<file path="config.mk">
export PLATFORM = sky130hd
export DESIGN_NAME = tour_cmd_seq
export DESIGN_NICKNAME = d
export VERILOG_FILES = /design/src/rtl/tour_cmd_seq.sv
export SDC_FILE = /design/constraint.sdc
export NUM_CORES = 1
export LEC_CHECK = 0
export CORE_ASPECT_RATIO = 1.5
export CORE_MARGIN = 2
export CORE_UTILIZATION = 30
export DETAILED_ROUTE_END_ITERATION = 8
export PLACE_DENSITY = 0.64
export SYNTH_ARGS = -nofsm -noshare
export SYNTH_HDL_FRONTEND = slang
export SYNTH_SLANG_ARGS = --single-unit
</file>
<file path="constraint.sdc">
create_clock -name clk -period 5.2 [get_ports clk]
set_input_delay 1.04 -clock clk [delete_from_list [all_inputs] [get_ports clk]]
set_output_delay 1.04 -clock clk [all_outputs]
set_load 0.02 [all_outputs]
</file>
<file path="src/rtl/tour_cmd_seq.sv">
// Knight's-tour command sequencer: turns each one-hot move into a vertical and a
// horizontal command for the command processor, and passes UART commands through when idle.
module tour_cmd_seq #(
    parameter int NUM_MOVES = 24,
    parameter int IDX_W     = 5
) (
    input  logic             clk,
    input  logic             rst_n,
    input  logic             tour_go,
    input  logic [7:0]       move,
    output logic [IDX_W-1:0] mv_indx,
    input  logic [15:0]      cmd_UART,
    input  logic             cmd_rdy_UART,
    output logic             clr_cmd_rdy_UART,
    input  logic             clr_cmd_rdy,
    input  logic             send_resp,
    output logic [15:0]      cmd,
    output logic             cmd_rdy,
    output logic [7:0]       resp,
    output logic [2:0]       dbg_state
);

    // Handshake: cmd is held stable while cmd_rdy is high; the processor consumes it with a
    // one-cycle clr_cmd_rdy strobe, and later reports completion with a send_resp pulse.
    typedef enum logic [2:0] {
        S_IDLE   = 3'd0,
        S_FETCH  = 3'd1,
        S_VERT   = 3'd2,
        S_WAIT_V = 3'd3,
        S_HORZ   = 3'd4,
        S_WAIT_H = 3'd5
    } state_t;

    localparam logic [IDX_W-1:0] LAST_IDX = IDX_W'(NUM_MOVES - 1);
    localparam logic [7:0] HDG_N = 8'h00;
    localparam logic [7:0] HDG_W = 8'h3F;
    localparam logic [7:0] HDG_S = 8'h7F;
    localparam logic [7:0] HDG_E = 8'hBF;

    state_t           r_state;
    state_t           w_next_state;
    logic [IDX_W-1:0] r_mv_indx;
    logic [7:0]       r_mv_reg;
    logic             w_last;
    logic [7:0]       w_vhdg;
    logic [7:0]       w_hhdg;
    logic [3:0]       w_vsq;
    logic [3:0]       w_hsq;
    logic [15:0]      w_vert_cmd;
    logic [15:0]      w_horz_cmd;

    assign w_last     = (r_mv_indx == LAST_IDX);
    assign w_vert_cmd = {4'b0010, w_vhdg, w_vsq};
    assign w_horz_cmd = {4'b0011, w_hhdg, w_hsq};
    assign mv_indx    = r_mv_indx;
    assign dbg_state  = r_state;

    always_ff @(posedge clk or negedge rst_n) begin
        if (!rst_n) begin
            r_state <= S_IDLE;
        end else begin
            r_state <= w_next_state;
        end
    end

    always_ff @(posedge clk or negedge rst_n) begin
        if (!rst_n) begin
            r_mv_indx <= '0;
        end else if (r_state == S_IDLE && tour_go) begin
            r_mv_indx <= '0;
        end else if (r_state == S_WAIT_H && send_resp && !w_last) begin
            r_mv_indx <= r_mv_indx + IDX_W'(1);
        end
    end

    always_ff @(posedge clk or negedge rst_n) begin
        if (!rst_n) begin
            r_mv_reg <= '0;
        end else if (r_state == S_FETCH) begin
            r_mv_reg <= move;
        end
    end

    // Lowest set bit wins; an all-zero move degenerates to two 0-square commands.
    always_comb begin
        w_vhdg = HDG_N;
        w_vsq  = 4'd0;
        w_hhdg = HDG_W;
        w_hsq  = 4'd0;
        if (r_mv_reg[0]) begin
            w_vhdg = HDG_N; w_vsq = 4'd2; w_hhdg = HDG_W; w_hsq = 4'd1;
        end else if (r_mv_reg[1]) begin
            w_vhdg = HDG_N; w_vsq = 4'd2; w_hhdg = HDG_E; w_hsq = 4'd1;
        end else if (r_mv_reg[2]) begin
            w_vhdg = HDG_N; w_vsq = 4'd1; w_hhdg = HDG_W; w_hsq = 4'd2;
        end else if (r_mv_reg[3]) begin
            w_vhdg = HDG_S; w_vsq = 4'd1; w_hhdg = HDG_W; w_hsq = 4'd2;
        end else if (r_mv_reg[4]) begin
            w_vhdg = HDG_S; w_vsq = 4'd2; w_hhdg = HDG_W; w_hsq = 4'd1;
        end else if (r_mv_reg[5]) begin
            w_vhdg = HDG_S; w_vsq = 4'd2; w_hhdg = HDG_E; w_hsq = 4'd1;
        end else if (r_mv_reg[6]) begin
            w_vhdg = HDG_S; w_vsq = 4'd1; w_hhdg = HDG_E; w_hsq = 4'd2;
        end else if (r_mv_reg[7]) begin
            w_vhdg = HDG_N; w_vsq = 4'd1; w_hhdg = HDG_E; w_hsq = 4'd2;
        end
    end

    always_comb begin
        w_next_state = r_state;
        case (r_state)
            S_IDLE:   if (tour_go)     w_next_state = S_FETCH;
            S_FETCH:                   w_next_state = S_VERT;
            S_VERT:   if (clr_cmd_rdy) w_next_state = S_WAIT_V;
            S_WAIT_V: if (send_resp)   w_next_state = S_HORZ;
            S_HORZ:   if (clr_cmd_rdy) w_next_state = S_WAIT_H;
            S_WAIT_H: if (send_resp)   w_next_state = w_last ? S_IDLE : S_FETCH;
            default:                   w_next_state = S_IDLE;
        endcase
    end

    // UART traffic only reaches the processor while idle; during a tour it waits.
    always_comb begin
        cmd              = w_vert_cmd;
        cmd_rdy          = 1'b0;
        clr_cmd_rdy_UART = 1'b0;
        resp             = 8'h5A;
        case (r_state)
            S_IDLE: begin
                cmd              = cmd_UART;
                cmd_rdy          = cmd_rdy_UART;
                clr_cmd_rdy_UART = clr_cmd_rdy;
            end
            S_VERT:   cmd_rdy = 1'b1;
            S_WAIT_V: resp    = 8'hA5;
            S_HORZ: begin
                cmd     = w_horz_cmd;
                cmd_rdy = 1'b1;
            end
            S_WAIT_H: begin
                cmd  = w_horz_cmd;
                resp = w_last ? 8'h5A : 8'hA5;
            end
            default: ;
        endcase
    end

endmodule

</file>
==> results_tabular.tex <==
\begin{tabular}{lr}
\hline
Metric & Value \\
\hline
\multicolumn{2}{l}{\textbf{Detailed routing}} \\
\quad Remaining DRCs & 0 \\
\quad Antenna-violating nets left & 0 \\
\quad First-pass iteration count of the detailed router & 4 \\
\quad Number of DRC markers in iteration 0 & 23 \\
\quad Routed vias/inst & 5.16 \\
\quad Vias after detailed routing & 1104 \\
\quad Final routed wirelength across all metal layers & 3020 um \\
\quad Routed wire per std cell & 14.1 um \\
\multicolumn{2}{l}{\textbf{Critical path}} \\
\quad Reg2Reg Launch Point & mv\_indx[0] \\
\quad Worst Reg2Reg Path Length in Cells & 4 \\
\quad Ordered cell list for the critical path & nor3\_2 -> o31ai\_2 -> a21o\_1 -> clkdlybuf4s50\_1 \\
\quad Category of the worst setup path capture point & primary output \\
\quad Critical Path RT & 4.16 ns \\
\quad Setup slack, reg-to-reg & 3.52 ns \\
\quad Type of origin of the critical path & flop \\
\quad Max stage delay on crit path & 0.82 ns \\
\quad Worst path slowest cell & nor3\_2 \\
\quad Timing endpoint of the critical path & cmd[6] \\
\quad Arrival time worst endpoint & 2.64 ns \\
\quad Crit Path Class & reg -> out \\
\quad Source of the critical timing path & dbg\_state[0] \\
\quad Worst-path fanout max & 18 \\
\quad Reg-to-reg endpoint & mv\_indx[3] \\
\multicolumn{2}{l}{\textbf{Clock tree}} \\
\quad Hold bufs inserted after CTS & 0 \\
\quad CTS resizes & 0 \\
\quad Clk slew on worst S/H paths & 0.06 ns \\
\quad Number of buffers created by CTS & 3 \\
\quad Clk Tree Root Cell & clkbuf\_8 \\
\quad Bufs on Longest Clock Path & 2 \\
\quad Worst-skew pair later-pin latency & 0.24 ns \\
\quad Clock net sink count & 16 \\
\quad Number of buffers added for setup after CTS & 0 \\
\quad Clock tree from TritonCTS & done \\
\quad \# H-tree levels & 1 \\
\multicolumn{2}{l}{\textbf{Global routing}} \\
\quad GR Overflow Total & 0 \\
\quad Vias in the first global route & 1043 \\
\quad Wire length of the first global-routing pass & 4730 um \\
\quad Global-route total usage across every layer & 15.0\% \\
\quad Antenna violations before repair & 0 \\
\quad Pin count of the biggest net entering global routing & 19 \\
\multicolumn{2}{l}{\textbf{Yosys}} \\
\quad Main combinational cell family by area after synthesis & simple AND/OR/NAND/NOR gates \\
\quad Multiplexer area fraction after synthesis & 9.23\% \\
\quad Area fraction in compound gates after synthesis & 20.1\% \\
\quad Synthesized net count & 148 \\
\quad Simple-Gate Fraction of Synth Area & 24.8\% \\
\quad Adder-cell share of the synthesized area & 1.15\% \\
\quad Number of warning messages in the yosys log & 0 \\
\quad Gate count after technology mapping & 117 \\
\quad Fraction of synthesis flops using an asynchronous set or reset pin & 100\% \\
\quad Area share of xor/xnor cells in the synthesized design & 0\% \\
\quad Mapped Area & 1080 um2 \\
\quad Sequential cell area fraction in the yosys report & 36.9\% \\
\quad Post-synthesis sequential element count & 16 \\
\quad Avg Inst Size Synth & 9.27 um2 \\
\quad Number of different library cells in the post-synthesis netlist & 36 \\
\quad Number of synthesized flops with an enable pin & 0 \\
\quad Most frequently used flop master after synthesis & dfrtp\_1 \\
\multicolumn{2}{l}{\textbf{Power}} \\
\quad Leakage power figure & 0.714 nW \\
\quad Power Total & 1.13 mW \\
\quad Maximum resistive drop on vdd & 0.000405 V \\
\quad Power density relative to cell area & 645 nW/um2 \\
\multicolumn{2}{l}{\textbf{Timing}} \\
\quad Final period util & 70.8\% \\
\quad Slew margin rel. & 36.8\% \\
\quad Final hold violations & 0 \\
\quad RSZ-0062 raised after global routing & no \\
\quad Final max-slew violation count & 0 \\
\quad Minimum clock period & 3.68 ns \\
\quad Maximum operating frequency & 272 MHz \\
\quad Setup total negative slack & 0 ns \\
\quad Final setup skew & 0.00352 ns \\
\quad Measured slew at the worst slew-check pin & 0.942 ns \\
\quad Final setup violation count & 0 \\
\multicolumn{2}{l}{\textbf{Run status}} \\
\quad Result of the run & completed \\
\multicolumn{2}{l}{\textbf{Placement}} \\
\quad GPL Wtd Cong & 0.769 \\
\quad Area after DPL & 1690 um2 \\
\quad Half-perimeter wire length after detailed placement & 2400 um \\
\quad Number of buffers added on ports & 63 \\
\quad Cell Count Post-Placement & 210 \\
\multicolumn{2}{l}{\textbf{Final layout}} \\
\quad Largest register FFs & 8 \\
\quad Layout Nets & 204 \\
\quad Count of placed standard cells in the final layout, fillers left out & 214 \\
\quad Most frequent cells in the layout & clkdlybuf4s50\_1 (63), dfrtp\_1 (16), nand2\_1 (9) \\
\quad Most common cell after layout, fill and taps aside & clkdlybuf4s50\_1 \\
\quad Layout area overhead & 60.9\% \\
\quad Proportion of layout cells with a drive suffix above 1 & 9.30\% \\
\quad FF+latch area & 400 um2 \\
\quad End-of-flow core utilization & 50.6\% \\
\quad Finished layout cell area & 1750 um2 \\
\quad Number of fillers in the final layout & 347 \\
\quad Footprint of the multi-input gates & 599 um2 \\
\quad Total inserted antenna cells & 0 \\
\multicolumn{2}{l}{\textbf{Die}} \\
\quad Initial cell density of the core & 31.5\% \\
\quad Row count & 26 \\
\quad Die height & 77.6 um \\
\quad Count of boundary I/O pins & 64 \\
\quad Floorplan die area & 4120 um2 \\
\quad Width of the die & 53.1 um \\
\quad Core outline area & 3450 um2 \\
\multicolumn{2}{l}{\textbf{Min path}} \\
\quad Worst Hold Class & reg -> reg \\
\multicolumn{2}{l}{\textbf{Run}} \\
\quad Maximum capacitance violations & 0 \\
\hline
\end{tabular}
## cell usage after synthesis (3+ instances only)
master    instances  area (um2)
a21o_1            6        45.0
a21oi_1           7        35.0
and2_1            7        43.8
buf_4             6        45.0
clkbuf_1          3        11.3
dfrtp_1          16         400
mux2_2            8        90.1
nand2_1           9        33.8
nand2b_1          4        25.0
nor2_1            5        18.8
nor3_1            4        20.0
o21ai_0           7        35.0
o31ai_1           3        22.5
or3_1             3        18.8
or4_1             3        22.5
## worst min path at each step
| stage | start | endpoint | slack [ns] | cells after the start |
|---|---|---|---|---|
| after detailed placement | r_mv_reg[7] | r_mv_reg[7] | 0.52 | 1 |
| after CTS | r_mv_reg[7] | r_mv_reg[7] | 0.54 | 1 |
| final | r_mv_reg[7] | r_mv_reg[7] | 0.53 | 1 |
| after global routing | r_mv_reg[7] | r_mv_reg[7] | 0.56 | 1 |
| after floorplan | r_mv_reg[7] | r_mv_reg[7] | 0.49 | 1 |
| after global placement | r_mv_reg[7] | r_mv_reg[7] | 0.52 | 1 |
## metal layers
metal | global-route usage [%] | part of all wire [%]
met4 | 5.90 | 2.4
met3 | 2.31 | 6.6
met2 | 26.9 | 53
met5 | 0 | 0
met1 | 17.1 | 38
## cell type report
type,count,area share [%]
flip-flops and latches,16,22.9
clock buffers,4,3.15
inverters,2,0.430
multi-input cells,87,34.3
well taps,42,3.01
repair buffers,63,36.1
## power breakdown
part | switching (mW) | leakage [nW] | internal, mW | total, mW
sequential | 0.0809 | 0.201 | 0.173 | 0.253
clock | 0.0390 | 0.0288 | 0.0670 | 0.106
combinational | 0.378 | 0.484 | 0.388 | 0.766
## worst max-delay path: cells and delay by family (launching register included)
kind	cells	cell delay [ns]
flip-flops	1	0.54
AND/OR/NAND/NOR	1	0.82
AO/OA/AOI/OAI	2	0.49
buffers and inverters	1	0.54
## through the flow
stage | setup WS [ns] | hold slack, ns
after floorplan | 2.44 | 0.486
after global placement | 1.77 | 0.524
after detailed placement | 1.73 | 0.523
after CTS | 1.45 | 0.537
after global routing | 1.26 | 0.564
final | 1.52 | 0.532
## cell families (layout without fill, tap and decap cells)
family,after synthesis,after routing
AO/OA/AOI/OAI,32,32
adder cells (fa/ha/maj),1,1
flip-flops,16,16
multiplexers,9,9
AND/OR/NAND/NOR,45,45
buffers and inverters,14,69
Note: power is estimated with default switching activity, not from simulation.
